$ cat src/rtl/instruction_fetch_unit_pkg.sv
// Shared types and constants for the instruction fetch front end.
// Used by instruction_fetch_unit, fetch_pc_reg and the bench.
package instruction_fetch_unit_pkg;

  typedef enum logic [1:0] {
    FS_IDLE = 2'd0,
    FS_WAIT = 2'd1,
    FS_DROP = 2'd2
  } fetch_state_e;

  localparam int unsigned INSTR_BYTES = 4;
  localparam logic [31:0] RESET_PC_DEF = 32'h0000_0000;
  localparam logic [31:0] ARM_NOP = 32'hE1A0_0000;

endpackage

$ cat src/rtl/fetch_pc_reg.sv
// Program counter register: reset value, load-target,
// load-increment (by one instruction) and hold.
module fetch_pc_reg
  import instruction_fetch_unit_pkg::*;
#(
  parameter int ADDR_W = 32,
  parameter logic [ADDR_W-1:0] RESET_PC = '0
) (
  input  logic              clk,
  input  logic              rst,
  input  logic              load_tgt_i,
  input  logic [ADDR_W-1:0] tgt_i,
  input  logic              load_inc_i,
  output logic [ADDR_W-1:0] pc_o
);

  logic [ADDR_W-1:0] pc_q;

  always_ff @(posedge clk) begin
    if (rst) begin
      pc_q <= RESET_PC;
    end else if (load_tgt_i) begin
      pc_q <= tgt_i;
    end else if (load_inc_i) begin
      pc_q <= pc_q + ADDR_W'(INSTR_BYTES);
    end
  end

  assign pc_o = pc_q;

endmodule

$ cat src/rtl/instruction_fetch_unit.sv
// Fetch front end: PC, single-outstanding imem handshake, one-entry buffer.
// Optional IF_PERF_COUNTERS_EN adds stall/drop performance counters.
module instruction_fetch_unit
  import instruction_fetch_unit_pkg::*;
#(
  parameter int ADDR_W = 32,
  parameter int INSTR_W = 32,
  parameter logic [ADDR_W-1:0] RESET_PC = RESET_PC_DEF
) (
  input  logic               clk,
  input  logic               rst,
  input  logic               freeze,
  input  logic               branch_taken,
  input  logic [ADDR_W-1:0]  branch_addr,
  output logic               imem_req,
  output logic [ADDR_W-1:0]  imem_addr,
  input  logic               imem_ready,
  input  logic [INSTR_W-1:0] imem_rdata,
`ifdef IF_PERF_COUNTERS_EN
  output logic [31:0]        perf_stall_cycles,
  output logic [15:0]        perf_dropped,
`endif
  output logic [ADDR_W-1:0]  pc_out,
  output logic [INSTR_W-1:0] instruction_out,
  output logic               valid_out
);

  fetch_state_e       state_q, state_d;
  logic [ADDR_W-1:0]  req_addr_q, req_addr_d;
  logic [ADDR_W-1:0]  pc_out_q, pc_out_d;
  logic [INSTR_W-1:0] instr_q, instr_d;
  logic               valid_q, valid_d;
  logic [ADDR_W-1:0]  pc;
  logic               consume;
  logic               accept;
  logic               discard;
  logic               pc_load_inc;

  fetch_pc_reg #(
    .ADDR_W   (ADDR_W),
    .RESET_PC (RESET_PC)
  ) u_pc (
    .clk        (clk),
    .rst        (rst),
    .load_tgt_i (branch_taken),
    .tgt_i      (branch_addr),
    .load_inc_i (pc_load_inc),
    .pc_o       (pc)
  );

  always_comb begin
    consume    = valid_q & ~freeze;
    imem_req   = 1'b0;
    imem_addr  = req_addr_q;
    accept     = 1'b0;
    discard    = 1'b0;
    state_d    = state_q;
    req_addr_d = req_addr_q;
    pc_out_d   = pc_out_q;
    instr_d    = instr_q;
    valid_d    = valid_q & ~consume;
    unique case (state_q)
      FS_IDLE: begin
        imem_addr = pc;
        imem_req  = ~rst & ~branch_taken & (~valid_q | ~freeze);
        if (imem_req) begin
          req_addr_d = pc;
          if (imem_ready) accept = 1'b1;
          else state_d = FS_WAIT;
        end
      end
      FS_WAIT: begin
        imem_req = ~rst;
        if (imem_ready) begin
          accept  = ~branch_taken;
          discard = branch_taken;
          state_d = FS_IDLE;
        end else if (branch_taken) begin
          state_d = FS_DROP;
        end
      end
      FS_DROP: begin
        // Stale address stays on the bus until memory completes it.
        imem_req = ~rst;
        if (imem_ready) begin
          discard = 1'b1;
          if (!branch_taken) state_d = FS_IDLE;
        end
      end
      default: state_d = FS_IDLE;
    endcase
    if (accept) begin
      instr_d  = imem_rdata;
      pc_out_d = imem_addr + ADDR_W'(INSTR_BYTES);
      valid_d  = 1'b1;
    end
    if (branch_taken) valid_d = 1'b0;
    pc_load_inc = accept;
  end

  always_ff @(posedge clk) begin
    if (rst) begin
      state_q    <= FS_IDLE;
      req_addr_q <= RESET_PC;
      pc_out_q   <= '0;
      instr_q    <= '0;
      valid_q    <= 1'b0;
    end else begin
      state_q    <= state_d;
      req_addr_q <= req_addr_d;
      pc_out_q   <= pc_out_d;
      instr_q    <= instr_d;
      valid_q    <= valid_d;
    end
  end

  assign pc_out          = pc_out_q;
  assign instruction_out = instr_q;
  assign valid_out       = valid_q;

`ifdef IF_PERF_COUNTERS_EN
  logic [31:0] stall_q;
  logic [15:0] drop_q;

  always_ff @(posedge clk) begin
    if (rst) begin
      stall_q <= '0;
      drop_q  <= '0;
    end else begin
      if (!valid_q && stall_q != '1) stall_q <= stall_q + 32'd1;
      if (discard && drop_q != '1) drop_q <= drop_q + 16'd1;
    end
  end

  assign perf_stall_cycles = stall_q;
  assign perf_dropped      = drop_q;
`endif

endmodule

$ cat config.mk
export PLATFORM = sky130hd
export DESIGN_NAME = instruction_fetch_unit
export DESIGN_NICKNAME = d
export VERILOG_FILES = /design/src/rtl/instruction_fetch_unit_pkg.sv /design/src/rtl/fetch_pc_reg.sv /design/src/rtl/instruction_fetch_unit.sv
export SDC_FILE = /design/constraint.sdc
export NUM_CORES = 1
export LEC_CHECK = 0
export ABC_AREA = 1
export BUFFER_PORTS_ARGS = -buffer_cell sky130_fd_sc_hd__clkbuf_2
export CORE_MARGIN = 2
export CORE_UTILIZATION = 49
export CTS_BUF_LIST = sky130_fd_sc_hd__clkbuf_8
export CTS_CLUSTER_SIZE = 28
export DETAILED_ROUTE_END_ITERATION = 16
export PLACE_DENSITY = 0.82
export REMOVE_ABC_BUFFERS = 1
export SYNTH_ARGS = -nofsm -noshare
export SYNTH_HDL_FRONTEND = slang
export SYNTH_SLANG_ARGS = --single-unit
$ cat constraint.sdc
create_clock -name clk -period 4.3 [get_ports clk]
set_input_delay 0.215 -clock clk [delete_from_list [all_inputs] [get_ports clk]]
set_output_delay 0.215 -clock clk [all_outputs]
set_load 0.01 [all_outputs]
==> results by group, run 1 <==
Place
  – PortBufs: 166
  – Dpl hpwl: 13.6 mm
  – Placement-stage cell area: 7810 um2
  – RePlAce Congestion: 0.874

Min path
  – Tightest Hold Check Type: primary input to flip-flop
  – Worst hold start: imem_rdata[10]
  – Hold path depth: 3

STA
  – Max transition margin: 15.7%
  – Tmin final: 2780 ps
  – Setup violators final: 0
  – Final hold vios: 0
  – Slew Limit Fails: 0
  – Fmax: about 360 MHz
  – Clk_skew: just over 9 ps
  – Final clock period utilization by the worst path: between 60 and 70%
  – Total negative slack: 0 ps
  – Slew @ Worst Pin: 1260 ps
  – RSZ-0062 raised after global routing: no

Global route
  – GRT Overall Usage: 26.3%
  – Total global routing overflow: 0
  – Largest net degree at the start of global routing: 73
  – Initial antenna violation count: 0
  – Vias in the first global route: 6497
  – First-pass GRT wire length: ~31 mm

Layout
  – Post-route cell area: approximately 8300 um2
  – Layout area overhead: 20.5%
  – Antenna Cells: 0
  – Final core utilization: about three fifths
  – Most frequent cells in the layout: nand2_1 (267), nor2_1 (188), clkbuf_2 (166)
  – Fillers: roughly 1300
  – Most common cell after layout, fill and taps aside: nand2_1
  – Nets: 1320
  – Layout cells sized above 1: between 10% and 20%

Die
  – Die area: 15100 um2
  – Rows: 43
  – Initial Utilization: between 50% and 60%
  – I/O pins: about 170
  – Die Height: between 100 and 150 um
  – Core Region: roughly 14000 um2
  – Die width: 123 um

Setup path
  – CP Max Fanout: 53
  – Crit Path Category: flip-flop to flip-flop
  – CP Capture Type: flip-flop
  – Startpoint Class: flip-flop
  – Path depth of the worst reg2reg path: 14
  – Crit path DAT: approximately 3200 ps
  – CP startpoint: state_q[0]
  – Worst r2r src: state_q[0]
  – Critical Path RT: 4670 ps

CTS
  – Reg clk slew, reported paths: 80 ps
  – CTS HTree Levels: 4
  – Clk root buf: clkbuf_8
  – Cts bufs inserted: 17
  – Clock sink total: roughly 130
  – Count of cells resized by post-cts repair: 0
  – Clk buf depth: 2
  – Later-pin clock latency in the skew report: ~460 ps
  – CTS tree: built

Synthesis
  – Ys Warns: 0
  – Number of different library cells in the post-synthesis netlist: 34
  – Main flop type after synthesis: dfxtp_1
  – Post-synth ARST share: 0%
  – Mapped cell area: roughly 6900 um2
  – Post-synth EDFFs: 0
  – Syn avg cell area: 6.35 um2
  – Mapped Cells: around 1100
  – Synth Register Bits: 131
  – Sequential share of the synthesized area: 37.9%

Power
  – Static Leakage: approximately 3.6 nW
  – Worst IR Drop VDD: 262 uV
  – Power per Cell Area: 407 nW/um2

Detailed routing
  – # DRC: 0
  – Vias per inst: 5.11
  – ANT nets after route: 0
  – Vias: 7341
  – Pre-Repair DR Iteration Count: 6
  – WL/cell: 13.5 um
  – Drt total wl: 19.5 mm
  – First DRT Iteration DRCs: 585

Outcome
  – Status: finished clean

Flow run
  – Max_cap viols: 0
==> critical path, stage by stage (launching register included) <==
cell     delay, ps
dfxtp_1        330
inv_1          110
ha_2           390
buf_4          500
nand2_1        100
nand2_1        220
nand2_1        160
nor2_1         250
nand2_1        160
nor2_4         150
nand2_1         70
nand2_1         50
nand3_1         60
nand2_1         70
inv_1           40
==> report_power, final <==
part	switching, mW	internal, mW
clock network	0.512	0.500
logic	0.621	0.314
registers	0.0941	1.35
==> timing repair <==
action / CTS / global route
setup buffers: 0 / 0
endpoints found under the hold margin: 15 / 0
hold buffers: 15 / 0
==> final cells by class <==
type / count / area, um2 / share of cell area, %
tap: 180 / 225 / 2.70
inverter: 101 / 380 / 4.56
clock inverter: 11 / 104 / 1.25
sequential: 131 / 2620 / 31.5
timing repair buffer: 190 / 1060 / 12.7
clock buffer: 20 / 275 / 3.30
multi-input combinational: 804 / 3670 / 44.0
==> worst paths after layout <==
path	end	slack [ps]
worst min register to register	req_addr_q[0]	440
worst max-delay path	pc_out[21]	1520
worst min-delay path	instruction_out[10]	20
worst max register to register	pc_out[21]	1520
==> flip-flops by register name, summed over array words and instances, names as in the netlist <==
register	flops
instruction_out	32
req_addr_q	32
valid_out	1
pc_out	32
u_pc.pc_o	32
state_q	2
==> cells by family (layout without fill, tap and decap cells) <==
kind of cell	count (synthesis)	in the layout	synth area share [%]
AOI/OAI and AO/OA	175	175	13.2
adders and majority gates	6	6	1.09
DFF	131	131	37.9
buffers and inverters	154	322	9.10
and+or+nand+nor	604	604	36.3
xor gates and xnor gates	19	19	2.41
==> through the flow <==
step | power, mW | std cells | hold WS, ps | worst slack, ps
4_1_cts | 3.41 | 1437 | 1.15 | 1520
6_report | 3.40 | 1437 | 16.2 | 1520
2_1_floorplan | 2.02 | 1036 | 284 | -172
3_3_place_gp | 2.38 | 1391 | 432 | 1580
3_5_place_dp | 2.40 | 1391 | 440 | 1540
5_1_grt | 3.61 | 1437 | 10.8 | 1230
==> Yosys cell counts, drive strengths merged (3+ instances only) <==
library cell  instances  area [um2]
a31oi                 8        50.1
dfxtp               131        2620
o21ai                90         454
xnor2                 9        78.8
ha                    6        75.1
a211oi                3        22.5
xor2                 10        87.6
clkbuf               26        97.6
o211ai                4        30.0
nand3b                3        22.5
nor2                196         766
inv                 100         375
buf                  27         153
a21oi                67         335
nand2               284        1110
nor3                 14        70.1
nand3               101         505
nand4                 3        18.8
==> layer usage <==
layer / share of wire (%) / GRT usage [%]
met1: 44 / 34.1
met2: 47 / 43.0
met4: 1.8 / 9.91
met3: 7.6 / 5.25
met5: 0 / 0
Note: power is estimated with default switching activity, not from simulation.
==> run 2: changes to the inputs <==
--- a/config.mk
+++ b/config.mk
@@ -12,7 +12,7 @@
 export CTS_BUF_LIST = sky130_fd_sc_hd__clkbuf_8
 export CTS_CLUSTER_SIZE = 28
 export DETAILED_ROUTE_END_ITERATION = 16
-export PLACE_DENSITY = 0.82
+export PLACE_DENSITY = 0.85
 export REMOVE_ABC_BUFFERS = 1
 export SYNTH_ARGS = -nofsm -noshare
 export SYNTH_HDL_FRONTEND = slang
==> constraint.sdc (replaced) <==
create_clock -name clk -period 2.5 [get_ports clk]
set_input_delay 0.125 -clock clk [delete_from_list [all_inputs] [get_ports clk]]
set_output_delay 0.125 -clock clk [all_outputs]
set_load 0.01 [all_outputs]
==> results by group, run 2 (synthesis results as in run 1) <==
Outcome
  – Status: finished clean (unchanged)

CTS
  – Clk buf depth: 2 (unchanged)
  – Reg clk slew, reported paths: 80 ps (about the same)
  – Clk root buf: clkbuf_8 (unchanged)
  – Clock sink total: 131 (unchanged)
  – CTS HTree Levels: 4 (unchanged)
  – Later-pin clock latency in the skew report: 450 ps (was 460 ps)
  – Post-CTS setup buffers: 0 (unchanged)
  – CTS tree: built (unchanged)
  – Cts bufs inserted: 17 (unchanged)

Detailed routing
  – Vias: 7743 (was 7341)
  – ANT nets after route: 0 (unchanged)
  – Vias per inst: 5.20 (was 5.11)
  – WL/cell: 14.1 um (was 13.5 um)
  – Drt total wl: 21.0 mm (was 19.5 mm)
  – First DRT Iteration DRCs: 600 (was 585)
  – Pre-Repair DR Iteration Count: 6 (unchanged)
  – # DRC: 0 (unchanged)

STA
  – Setup violators final: 0 (unchanged)
  – Setup WS post-layout: 205 ps (was 1520 ps)
  – Slew @ Worst Pin: 804 ps (was 1260 ps)
  – Final clock period utilization by the worst path: 91.8% (was 64.6%)
  – RSZ-0062 raised after global routing: no (unchanged)
  – Final hold vios: 0 (unchanged)
  – Clk_skew: 9.74 ps (was 9.07 ps)
  – Tmin final: 2300 ps (was 2780 ps)
  – Max transition margin: 46.4% (was 15.7%)
  – Slew Limit Fails: 0 (unchanged)
  – Fmax: 436 MHz (was 360 MHz)

Setup path
  – Sequence of cells on the critical path: inv_1, ha_4, buf_12, nand2_1, nand2_1, nand2_1, nor2_1, nand2_1, nor2_2, nand2_1, nand2_1, nand3_1, nand2_1, inv_1 (was inv_1, ha_2, buf_4, nand2_1, nand2_1, nand2_1, nor2_1, nand2_1, nor2_4, nand2_1, nand2_1, nand3_1, nand2_1, inv_1)
  – Setup crit end: pc_out[24] (was pc_out[21])
  – Worst path max stage delay: 340 ps (was 500 ps)
  – Crit path buf inv count: 3 (unchanged)
  – CP Capture Type: flip-flop (unchanged)
  – Worst path top cell family by delay: simple AND/OR/NAND/NOR gates (unchanged)
  – Worst r2r src: state_q[0] (unchanged)
  – Startpoint Class: flip-flop (unchanged)
  – Highest-delay cell along the critical path: dfxtp_1 (was buf_4)
  – R2r endpoint: pc_out[24] (was pc_out[21])
  – Instance count on the critical path: 14 (unchanged)
  – Crit path DAT: 2650 ps (was 3150 ps)
  – Crit Path Category: flip-flop to flip-flop (unchanged)
  – CP most frequent cell: nand2_1 (unchanged)
  – Critical Path RT: 2850 ps (was 4670 ps)
  – Path depth of the worst reg2reg path: 14 (unchanged)
  – R2r setup slk: 200 ps (was 1520 ps)
  – CP Max Fanout: 49 (was 53)
  – CP startpoint: state_q[0] (unchanged)

Power
  – Power per Cell Area: 703 nW/um2 (was 407 nW/um2)
  – Worst IR Drop VDD: 335 uV (was 262 uV)
  – Static Leakage: 3.92 nW (was 3.64 nW)

Global route
  – First-pass GRT wire length: 32.5 mm (was 31.1 mm)
  – Initial antenna violation count: 0 (unchanged)
  – GRT Overall Usage: 27.4% (was 26.3%)
  – Total global routing overflow: 0 (unchanged)
  – Largest net degree at the start of global routing: 74 (was 73)
  – Vias in the first global route: 6838 (was 6497)

Layout
  – Fillers: 1240 (was 1325)
  – Layout area overhead: 29.2% (was 20.5%)
  – Most common cell after layout, fill and taps aside: nand2_1 (unchanged)
  – FF/Latch Area: 2620 um2 (unchanged)
  – Antenna Cells: 0 (unchanged)
  – Nets: 1372 (was 1320)
  – Most frequent cells in the layout: nand2_1 (267), nor2_1 (186), clkbuf_2 (166) (was nand2_1 (267), nor2_1 (188), clkbuf_2 (166))
  – Final core utilization: 64.6% (was 60.3%)
  – Layout cells sized above 1: 19.1% (was 18.8%)
  – Area of the multi-input gates: 3690 um2 (was 3670 um2)

Place
  – Dpl hpwl: 14.4 mm (was 13.6 mm)
  – Post-place setup slack: 134 ps (was 1540 ps)
  – PortBufs: 166 (unchanged)
  – RePlAce Congestion: 0.936 (was 0.874)

Die
  – Core Region: 13800 um2 (unchanged)
  – Initial Utilization: 50.0% (unchanged)
  – Rows: 43 (unchanged)
  – Die Height: 123 um (unchanged)
  – Die area: 15100 um2 (unchanged)
  – Die width: 123 um (unchanged)
  – I/O pins: 167 (unchanged)

Min path
  – Tightest Hold Check Type: primary input to flip-flop (unchanged)
  – Hold path depth: 5 (was 3)

Flow run
  – Max_cap viols: 0 (unchanged)
-- run 2: tightest hold or removal path, delay by kind of cell --
| family | cells | cell delay [ps] |
|---|---|---|
| simple gates | 1 | 50 |
| compound gates | 2 | 120 |
| buf+inv | 2 | 130 |
-- run 2: metal layers --
layer	wire (um)	vias up	GRT usage (%)
met2	10100	298	47.8
met4	476	0	11.4
li1	-	3885	-
met5	0	-	0
met1	8850	3523	32.6
met3	1560	37	5.58
-- run 2: metrics by stage --
| step | total power, mW | hold WS, ps | instances | area [um2] | setup TNS [ps] |
|---|---|---|---|---|---|
| finish | 6.28 | 23.1 | 1490 | 8930 | 0 |
| floorplan | 3.48 | 194 | 1036 | 6670 | -175490 |
| global placement | 4.20 | 350 | 1403 | 7920 | 0 |
| CTS | 6.26 | 1.31 | 1490 | 8910 | 0 |
| global route | 6.61 | 21.0 | 1490 | 8930 | 0 |
| detailed placement | 4.24 | 356 | 1403 | 7920 | 0 |
-- run 2: worst min path at each step --
stage / start / to / slack, ps
6_report: branch_addr[29] / u_pc.pc_o[29] / 20
5_1_grt: branch_addr[22] / u_pc.pc_o[22] / 20
4_1_cts: branch_addr[29] / u_pc.pc_o[29] / 1
3_5_place_dp: branch_addr[0] / u_pc.pc_o[0] / 360
3_3_place_gp: branch_addr[0] / u_pc.pc_o[0] / 350
2_1_floorplan: rst / req_addr_q[10] / 190
-- run 2: area by class of cell --
cell class / count / area share [%]
Multi-Input combinational cell: 804 / 41.3
Sequential cell: 131 / 29.4
Tap cell: 180 / 2.52
Timing Repair Buffer: 242 / 17.6
Inverter: 101 / 4.29
Clock buffer: 18 / 2.77
Clock inverter: 14 / 2.10
-- run 2: repair_timing --
item / in CTS / in global routing
hold endpoints to repair: 54 / 0
setup endpoints to repair: 0 / 15
hold buffers: 55 / 0
gates resized for setup: 0 / 6
-- run 2: power breakdown --
part	switching, mW	internal [mW]	leakage (nW)
Clock	0.865	1.11	0.216
Sequential	0.167	2.33	1.07
Combinational	1.13	0.683	2.63
Total	2.16	4.12	3.92
